<file path="config.mk">
export PLATFORM = sky130hd
export DESIGN_NAME = elevator_scan
export DESIGN_NICKNAME = d
export VERILOG_FILES = /design/src/rtl/elevator_scan.sv
export SDC_FILE = /design/constraint.sdc
export NUM_CORES = 1
export LEC_CHECK = 0
export CAP_MARGIN = 10
export CORE_ASPECT_RATIO = 1.75
export CORE_MARGIN = 8
export CORE_UTILIZATION = 40
export CTS_BUF_LIST = sky130_fd_sc_hd__clkbuf_8
export DETAILED_ROUTE_END_ITERATION = 8
export HOLD_SLACK_MARGIN = 0.05
export PLACE_DENSITY = 0.66
export SLEW_MARGIN = 20
export SYNTH_ARGS = -nofsm -noshare
export SYNTH_HDL_FRONTEND = slang
export SYNTH_SLANG_ARGS = --single-unit
</file>
<file path="constraint.sdc">
create_clock -name clk -period 5.66 [get_ports clk]
set_input_delay 1.132 -clock clk [delete_from_list [all_inputs] [get_ports clk]]
set_output_delay 1.132 -clock clk [all_outputs]
set_load 0.02 [all_outputs]
</file>
<file path="src/rtl/elevator_scan.sv">
// elevator_scan: single-car SCAN elevator controller.
//   The car keeps travelling in its current direction while any request lies
//   ahead of it, stops at every requested floor on the way, and only reverses
//   once nothing remains ahead.
// Ports:
//   clk        rising-edge clock
//   rst        asynchronous active-low reset
//   req_valid  a floor request is presented this cycle
//   req_floor  requested floor (ignored when >= FLOORS)
//   cur_floor  floor the car is at (or has most recently left)
//   up / dwn   car moving up / down
//   door       door open
//   stop       car stationary (idle or door open)
//   pending    outstanding-request bitmap, bit i = floor i
//   busy       car not idle, or requests outstanding
module elevator_scan #(
  parameter int FLOORS      = 16,
  parameter int FW          = $clog2(FLOORS),
  parameter int MOVE_CYCLES = 2,
  parameter int DOOR_CYCLES = 4
) (
  input  logic              clk,
  input  logic              rst,
  input  logic              req_valid,
  input  logic [FW-1:0]     req_floor,
  output logic [FW-1:0]     cur_floor,
  output logic              up,
  output logic              dwn,
  output logic              door,
  output logic              stop,
  output logic [FLOORS-1:0] pending,
  output logic              busy
);

  localparam int MW = (MOVE_CYCLES > 1) ? $clog2(MOVE_CYCLES) : 1;
  localparam int DW = (DOOR_CYCLES > 1) ? $clog2(DOOR_CYCLES) : 1;
  localparam logic [MW-1:0] MOVE_LAST = MW'(MOVE_CYCLES - 1);
  localparam logic [DW-1:0] DOOR_LOAD = DW'(DOOR_CYCLES - 1);
  localparam logic [FW-1:0] TOP       = FW'(FLOORS - 1);

  typedef enum logic [1:0] {IDLE, MOVE_UP, MOVE_DN, DOOR_OPEN} state_t;

  state_t            state, state_n;
  logic [FW-1:0]     floor_n;
  logic              dir, dir_n;          // 1 = up
  logic [FLOORS-1:0] pend_n;
  logic [MW-1:0]     mcnt, mcnt_n;
  logic [DW-1:0]     dcnt, dcnt_n;

  logic              req_ok, req_here, any_above, any_below, arrive_hit, at_edge;
  logic [FW-1:0]     next_floor;
  logic [FLOORS-1:0] req_oh, cur_oh, nxt_oh, above_m, below_m;

  // Request decode and floor masks relative to the car position.
  always_comb begin
    req_ok     = req_valid && (32'(req_floor) < 32'(FLOORS));
    req_here   = req_ok && (req_floor == cur_floor);
    next_floor = (state == MOVE_UP) ? cur_floor + 1'b1 : cur_floor - 1'b1;
    for (int i = 0; i < FLOORS; i++) begin
      req_oh[i]  = req_ok && (req_floor == FW'(i));
      cur_oh[i]  = (cur_floor == FW'(i));
      nxt_oh[i]  = (next_floor == FW'(i));
      above_m[i] = pending[i] && (FW'(i) > cur_floor);
      below_m[i] = pending[i] && (FW'(i) < cur_floor);
    end
    any_above  = |above_m;
    any_below  = |below_m;
    // A same-cycle request for the arrival floor stops the car too.
    arrive_hit = |(nxt_oh & (pending | req_oh));
    // Defensive: never step past either end of the shaft.
    at_edge    = ((state == MOVE_UP) && (cur_floor == TOP)) ||
                 ((state == MOVE_DN) && (cur_floor == '0));
  end

  // State register.
  always_ff @(posedge clk or negedge rst) begin
    if (!rst) begin
      state     <= IDLE;
      cur_floor <= '0;
      dir       <= 1'b1;
      pending   <= '0;
      mcnt      <= '0;
      dcnt      <= '0;
    end else begin
      state     <= state_n;
      cur_floor <= floor_n;
      dir       <= dir_n;
      pending   <= pend_n;
      mcnt      <= mcnt_n;
      dcnt      <= dcnt_n;
    end
  end

  // Next-state logic. By default a valid request just sets its pending bit.
  always_comb begin
    state_n = state;
    floor_n = cur_floor;
    dir_n   = dir;
    pend_n  = pending | req_oh;
    mcnt_n  = mcnt;
    dcnt_n  = dcnt;
    unique case (state)
      IDLE: begin
        if (req_here) begin
          // Already there: just open the door, nothing to remember.
          pend_n  = pending;
          state_n = DOOR_OPEN;
          dcnt_n  = DOOR_LOAD;
        end else if (any_above && (dir || !any_below)) begin
          state_n = MOVE_UP;
          dir_n   = 1'b1;
          mcnt_n  = '0;
        end else if (any_below) begin
          state_n = MOVE_DN;
          dir_n   = 1'b0;
          mcnt_n  = '0;
        end else if (|(pending & cur_oh)) begin
          state_n = DOOR_OPEN;
          dcnt_n  = DOOR_LOAD;
          pend_n  = (pending | req_oh) & ~cur_oh;
        end
      end
      MOVE_UP, MOVE_DN: begin
        if (at_edge) begin
          state_n = IDLE;
          mcnt_n  = '0;
        end else if (mcnt == MOVE_LAST) begin
          mcnt_n  = '0;
          floor_n = next_floor;
          if (arrive_hit) begin
            state_n = DOOR_OPEN;
            dcnt_n  = DOOR_LOAD;
            pend_n  = (pending | req_oh) & ~nxt_oh;
          end
        end else begin
          mcnt_n = mcnt + 1'b1;
        end
      end
      DOOR_OPEN: begin
        if (req_here) begin
          // Someone pressed the button for this floor: hold the door longer.
          pend_n = pending;
          dcnt_n = DOOR_LOAD;
        end else if (dcnt == '0) begin
          mcnt_n = '0;
          if (dir ? any_above : any_below) begin
            state_n = dir ? MOVE_UP : MOVE_DN;
          end else if (dir ? any_below : any_above) begin
            state_n = dir ? MOVE_DN : MOVE_UP;
            dir_n   = !dir;
          end else begin
            state_n = IDLE;
          end
        end else begin
          dcnt_n = dcnt - 1'b1;
        end
      end
      default: state_n = IDLE;
    endcase
  end

  // Moore outputs.
  always_comb begin
    up   = (state == MOVE_UP);
    dwn  = (state == MOVE_DN);
    door = (state == DOOR_OPEN);
    stop = (state == IDLE) || (state == DOOR_OPEN);
    busy = (state != IDLE) || (|pending);
  end

endmodule
</file>
# After elaboration in Yosys (flattened, before gate mapping)
# Index checks and enable logic that the tools add are counted.
# W data, S select, Z words.
word_totals:
  regBits: 26
  input_bits: 7
  out_inout_bits: 25
  word_cells: 240
classes:
  addsub: 4
  n_lt_le_gt_ge: 32
  eq_ne: 65
  n_mux: 48
  bitwise: 8
  n_reduce_logical: 77
op_table:
  columns: ["cell", "count"]
  rows:
  - ["$mux W16", 8]
  - ["$eq A4 B4 Y1 const B", 24]
  - ["$reduce_or A16 Y1", 5]
  - ["$and A16 B16 Y16", 4]
  - ["$logic_and A1 B1 Y1", 52]
  - ["$eq A4 B3 Y1 const B", 12]
  - ["$pmux W16 S3", 1]
  - ["$mux W2", 19]
  - ["$gt A4 B4 Y1 const A", 8]
  - ["$lt A4 B4 Y1 const A", 8]
  - ["$not A16 Y16", 2]
  - ["$eq A4 B2 Y1 const B", 6]
  - ["$ne A3 B3 Y1 const B", 7]
  - ["$gt A3 B4 Y1 const A", 4]
  - ["$lt A3 B4 Y1 const A", 4]
  - ["$or A16 B16 Y16", 1]
  - ["$mux W1", 15]
  - ["$reduce_and A7 Y1", 2]
  - ["$eq A4 B1 Y1 const B", 3]
  - ["$logic_not A4 Y1", 3]
  - ["$ne A2 B2 Y1 const B", 6]
  - ["$pmux W2 S3", 2]
  - ["$gt A1 B4 Y1 const A", 2]
  - ["$gt A2 B4 Y1 const A", 2]
  - ["other kinds (24)", 34]

# Logic depth before layout (Yosys ltp)
logic_depth:
  word_depth: 9
  mapped_depth: 13
  ltp_nobuf: 10

# Least setup slack after synthesis
# OpenSTA, ideal clock, no wires.
synth_path:
  path_kind: "reg-to-reg"
  start: "reg cur_floor[1]"
  end: "reg pending[7]"
  setup_ns: 0.121
  t_arrival_ns: 3.019
  required_ns: 5.539
  setup_slack_ns: 2.520
  path_stages_with_launch: 13
  path_buffers: 2
  period_less_slack_ns: 3.140
  cell_sequence: "dfrtp_1 -> buf_4 -> inv_1 -> ha_1 -> clkbuf_1 -> inv_1 -> a211o_1 -> a21oi_1 -> o211ai_2 -> nor4b_4 -> nor3b_4 -> a311oi_1 -> a22o_1"
synth_via:
  elab_chain_cells: 9
  elab_cells_between_ends: 128
  cone_classes: "2 x add/sub; 32 x order compare; 33 x eq/ne; 9 x mux; 6 x bitwise; 46 x reduce/logical"
synth_lines:
  columns: ["element", "line", "source"]
  rows:
  - ["from (decl)", "26", "output logic [FW-1:0] cur_floor,"]
  - ["from (signal assigned)", "86", "cur_floor <= floor_n;"]
  - ["$sub A4 B1 Y4 (tied with other cells)", "58", "next_floor = (state == MOVE_UP) ? cur_floor + 1'b1 : cur_floor - 1'b1;"]
  - ["$mux W4 or $logic_and A1 B1 Y1 (tied branches)", "58, 64", null]
  - ["$eq A4 B1 Y1 (tied with other cells)", "62", "nxt_oh[i] = (next_floor == FW'(i));"]
  - ["$and A16 B16 Y16 (tied with other cells)", "69", "arrive_hit = |(nxt_oh & (pending | req_oh));"]
  - ["$reduce_or A16 Y1 (tied with other cells)", "69", null]
  - ["$mux W16 or $logic_and A1 B1 Y1 (tied branches)", "130, 109", null]
  - ["$mux W16 (on tied branches)", "127, 109", null]
  - ["$mux W16 (on tied branches)", "124, 104", null]
  - ["$pmux W16 S3", "102", "unique case (state)"]
  - ["to (signal assigned)", "88", "pending <= pend_n;"]
  - ["to (decl)", "31", "output logic [FLOORS-1:0] pending,"]
# Parallel ways exist; a longest one is shown, timed or not. The select of a mux whose other input is x is not followed.
# A chain may end at the register's enable or synchronous reset.

# Worst setup path in the final report
layout_path:
  start: "reg cur_floor[0]"
  end: "reg dcnt[0]"
layout_via:
  elab_chain_cells: 8
  elab_cells_between_ends: 123
  cone_classes: "2 x add/sub; 32 x order compare; 37 x eq/ne; 4 x mux; 2 x bitwise; 46 x reduce/logical"
layout_lines:
  columns: ["element", "line", "source"]
  rows:
  - ["parallel branches: the longest is 8 deep, another holds $sub A4 B1 Y4", null, null]
  - ["to (signal assigned)", "90", "dcnt <= dcnt_n;"]
  - ["to (decl)", "48", "logic [DW-1:0] dcnt, dcnt_n;"]
# Several ways; the timed one is not identified.

==> results.toml <==
[status]
outcome = "completed"

[floorplan]
ios = 32
die_h_um = 124.2
core_area_um2 = 6490
rows = 39
fp.dieW_um = 77.82
start_util = 0.4122
dieArea_um2 = 9664

[cells_and_area]
layout.nets = 371
fill_cells = 657
final_common_cell = "nand2_1"
ff_latch_area_um2 = 651.9
drive_above_1_share = 0.07365
antennaDiodeCount = 0
multiInputGateArea_um2 = 1864
final_cell_mix = "nand2_1, a21oi_1, clkdlybuf4s50_1"
syn2layout_area_growth_pct = 15.11

[cts]
cts_setup_buffers = 0
cts_tree = "yes"
cts_resized = 0
ctsRootBufferMaster = "clkbuf_8"
clk_latency_ns = 0.28
cts_hold_buf = 0
cts_buffers = 3
path_clk_slew_ns = 0.10
cts_max_level = 1
cts.sinks = 26
clockBufferDepth = 2

[timing]
fin_crit_ns = 4.496
setup_viol = 0
max_slew.worst_pin.slew_ns = 0.8823
drv_slew = 0
finalSetupTns_ns = 0
slew_headroom = 0.4118
rsz0062_at_grt = "false"
hold_violations = 0
max_freq_mhz = 222.4
finClkSkew_ns = 0.006622
finalCritPeriodShare = 0.7944

[hold_path]
whs_path_depth = 1
hp-class = "reg -> reg"

[critical_path]
crit_type = "reg -> reg"
startpoint_type = "register"
crit_path_end_kind = "register"
crit_arrival_ns = 4.66
crit_path_max_fanout = 22
crit_required_ns = 5.83
reg2reg_depth = 10

[routing]
m1WireLength_um = 3699
vias = 2890
wl_met3_um = 684
via_per_inst = 6.644
dr.pass1.iters = 5
wl_per_cell_um = 23.22
drt_drc_violations_left = 0
top_layer_used = "met4"
antenna_left = 0
wl_um = 10100
wl_met2_um = 5052
drtIter0Drc = 345

[yosys]
synthDistinctLibCells = 72
ys_ff_latch = 26
syn_avg_cell_area_um2 = 8.009
synth_edf_count = 0
syn_nets = 351
yosysTopAreaCell = "dfrtp_1"
synthFlopType = "dfrtp_1"
synth_cells = 334
syn_area_um2 = 2675
async_reset_ff_frac = 1.000
ys_top_cells_by_area = "dfrtp_1, a21oi_1, nand2_1"
synth_warnings = 0
synth-seq-area-share = 0.2437
synth_top_area_frac = 0.2339

[run]
maxCapViolCount = 0

[placed_design]
dp.final_hpwl_um = 7594
gp_congestion = 1.014
port_buffers = 31

[global_route]
grt_overflow = 0
grt_use_total = 0.2110
antenna_found_initial = 0
grt_max_degree = 28
grt_pass1_wl_um = 16030
grt_pass1_vias = 2846
## per-stage QoR
stage	instance area [um^2]	cells	util	worst slack (ns)	hold WS, ns
2_1_floorplan	2675	334	-	2.520	0.4581
3_3_place_gp	3008	431	0.4635	1.239	0.4713
3_5_place_dp	3008	431	0.4635	1.196	0.4779
4_1_cts	3079	435	0.4745	1.190	0.5002
5_1_grt	3079	435	0.4745	0.8233	0.5527
6_report	3079	435	0.4745	1.164	0.4931
## cell type report
| cell class | count | area share |
|---|---|---|
| tap | 82 | 0.03332 |
| clock buffer | 3 | 0.01341 |
| timing repair buffer | 35 | 0.1105 |
| sequential | 26 | 0.2117 |
| inverter | 13 | 0.01585 |
| clock inverter | 1 | 0.009752 |
| multi-input combinational | 275 | 0.6054 |
## cell families (layout without fill, tap and decap cells)
kind of cell / Yosys count / after routing / share of synthesized area
simple gates: 128 / 128 / 0.2643
compound gates: 120 / 120 / 0.3204
buf+inv: 33 / 52 / 0.05940
flops: 26 / 26 / 0.2437
fa+ha+maj: 10 / 10 / 0.04677
xor+xnor: 9 / 9 / 0.03227
mux: 8 / 8 / 0.03321
## registers in the layout, indices dropped and copies added (netlist names)
signal and cells:
pending 16, cur_floor 4, dcnt 2, state 2
dir 1, mcnt 1
## critical path, cell delays in order (launching register included)
cell       delay (ns)
dfrtp_1          0.92
inv_1            0.32
ha_1             0.50
mux2i_2          0.33
xnor2_1          0.20
o21ai_1          0.36
o22a_1           0.23
o32ai_2          0.10
a2111oi_4        0.81
a21oi_1          0.25
mux2_1           0.36
## final timing paths
check | startpoint | to | slack [ns]
min in group asynchronous | rst | cur_floor[0]$_DFFE_PN0P_ | 1.22
worst min-delay path | dcnt[1]$_DFFE_PN0P_ | dcnt[1]$_DFFE_PN0P_ | 0.49
worst max register to register | cur_floor[0]$_DFFE_PN0P_ | dcnt[0]$_DFFE_PN0P_ | 1.16
worst min register to register | dcnt[1]$_DFFE_PN0P_ | dcnt[1]$_DFFE_PN0P_ | 0.49
worst max-delay path | cur_floor[0]$_DFFE_PN0P_ | dcnt[0]$_DFFE_PN0P_ | 1.16
max in group asynchronous | rst | dir$_DFFE_PN1P_ | 4.12
## metal layers
layer,vias to the layer above,GRT usage
li1,1313,-
met5,-,0
met3,54,0.03179
met1,1352,0.2307
met2,171,0.3675
met4,0,0.1449
## cell usage after synthesis (5+ instances only)
cell type  count
nand2_1       38
a21oi_1       34
dfrtp_1       25
nor2_1        21
inv_1         13
nor3_1        13
o21ai_0       11
ha_1          10
nor4_1        10
o21ai_1       10
nand3_1        9
nor2b_1        8
a211o_1        7
buf_2          7
clkbuf_1       7
a311oi_1       6
a211oi_1       5
and2_1         5
Power is left out: the tool's default activity adds up to more than one toggle a clock period on the data nets, which glitch-free logic cannot reach.
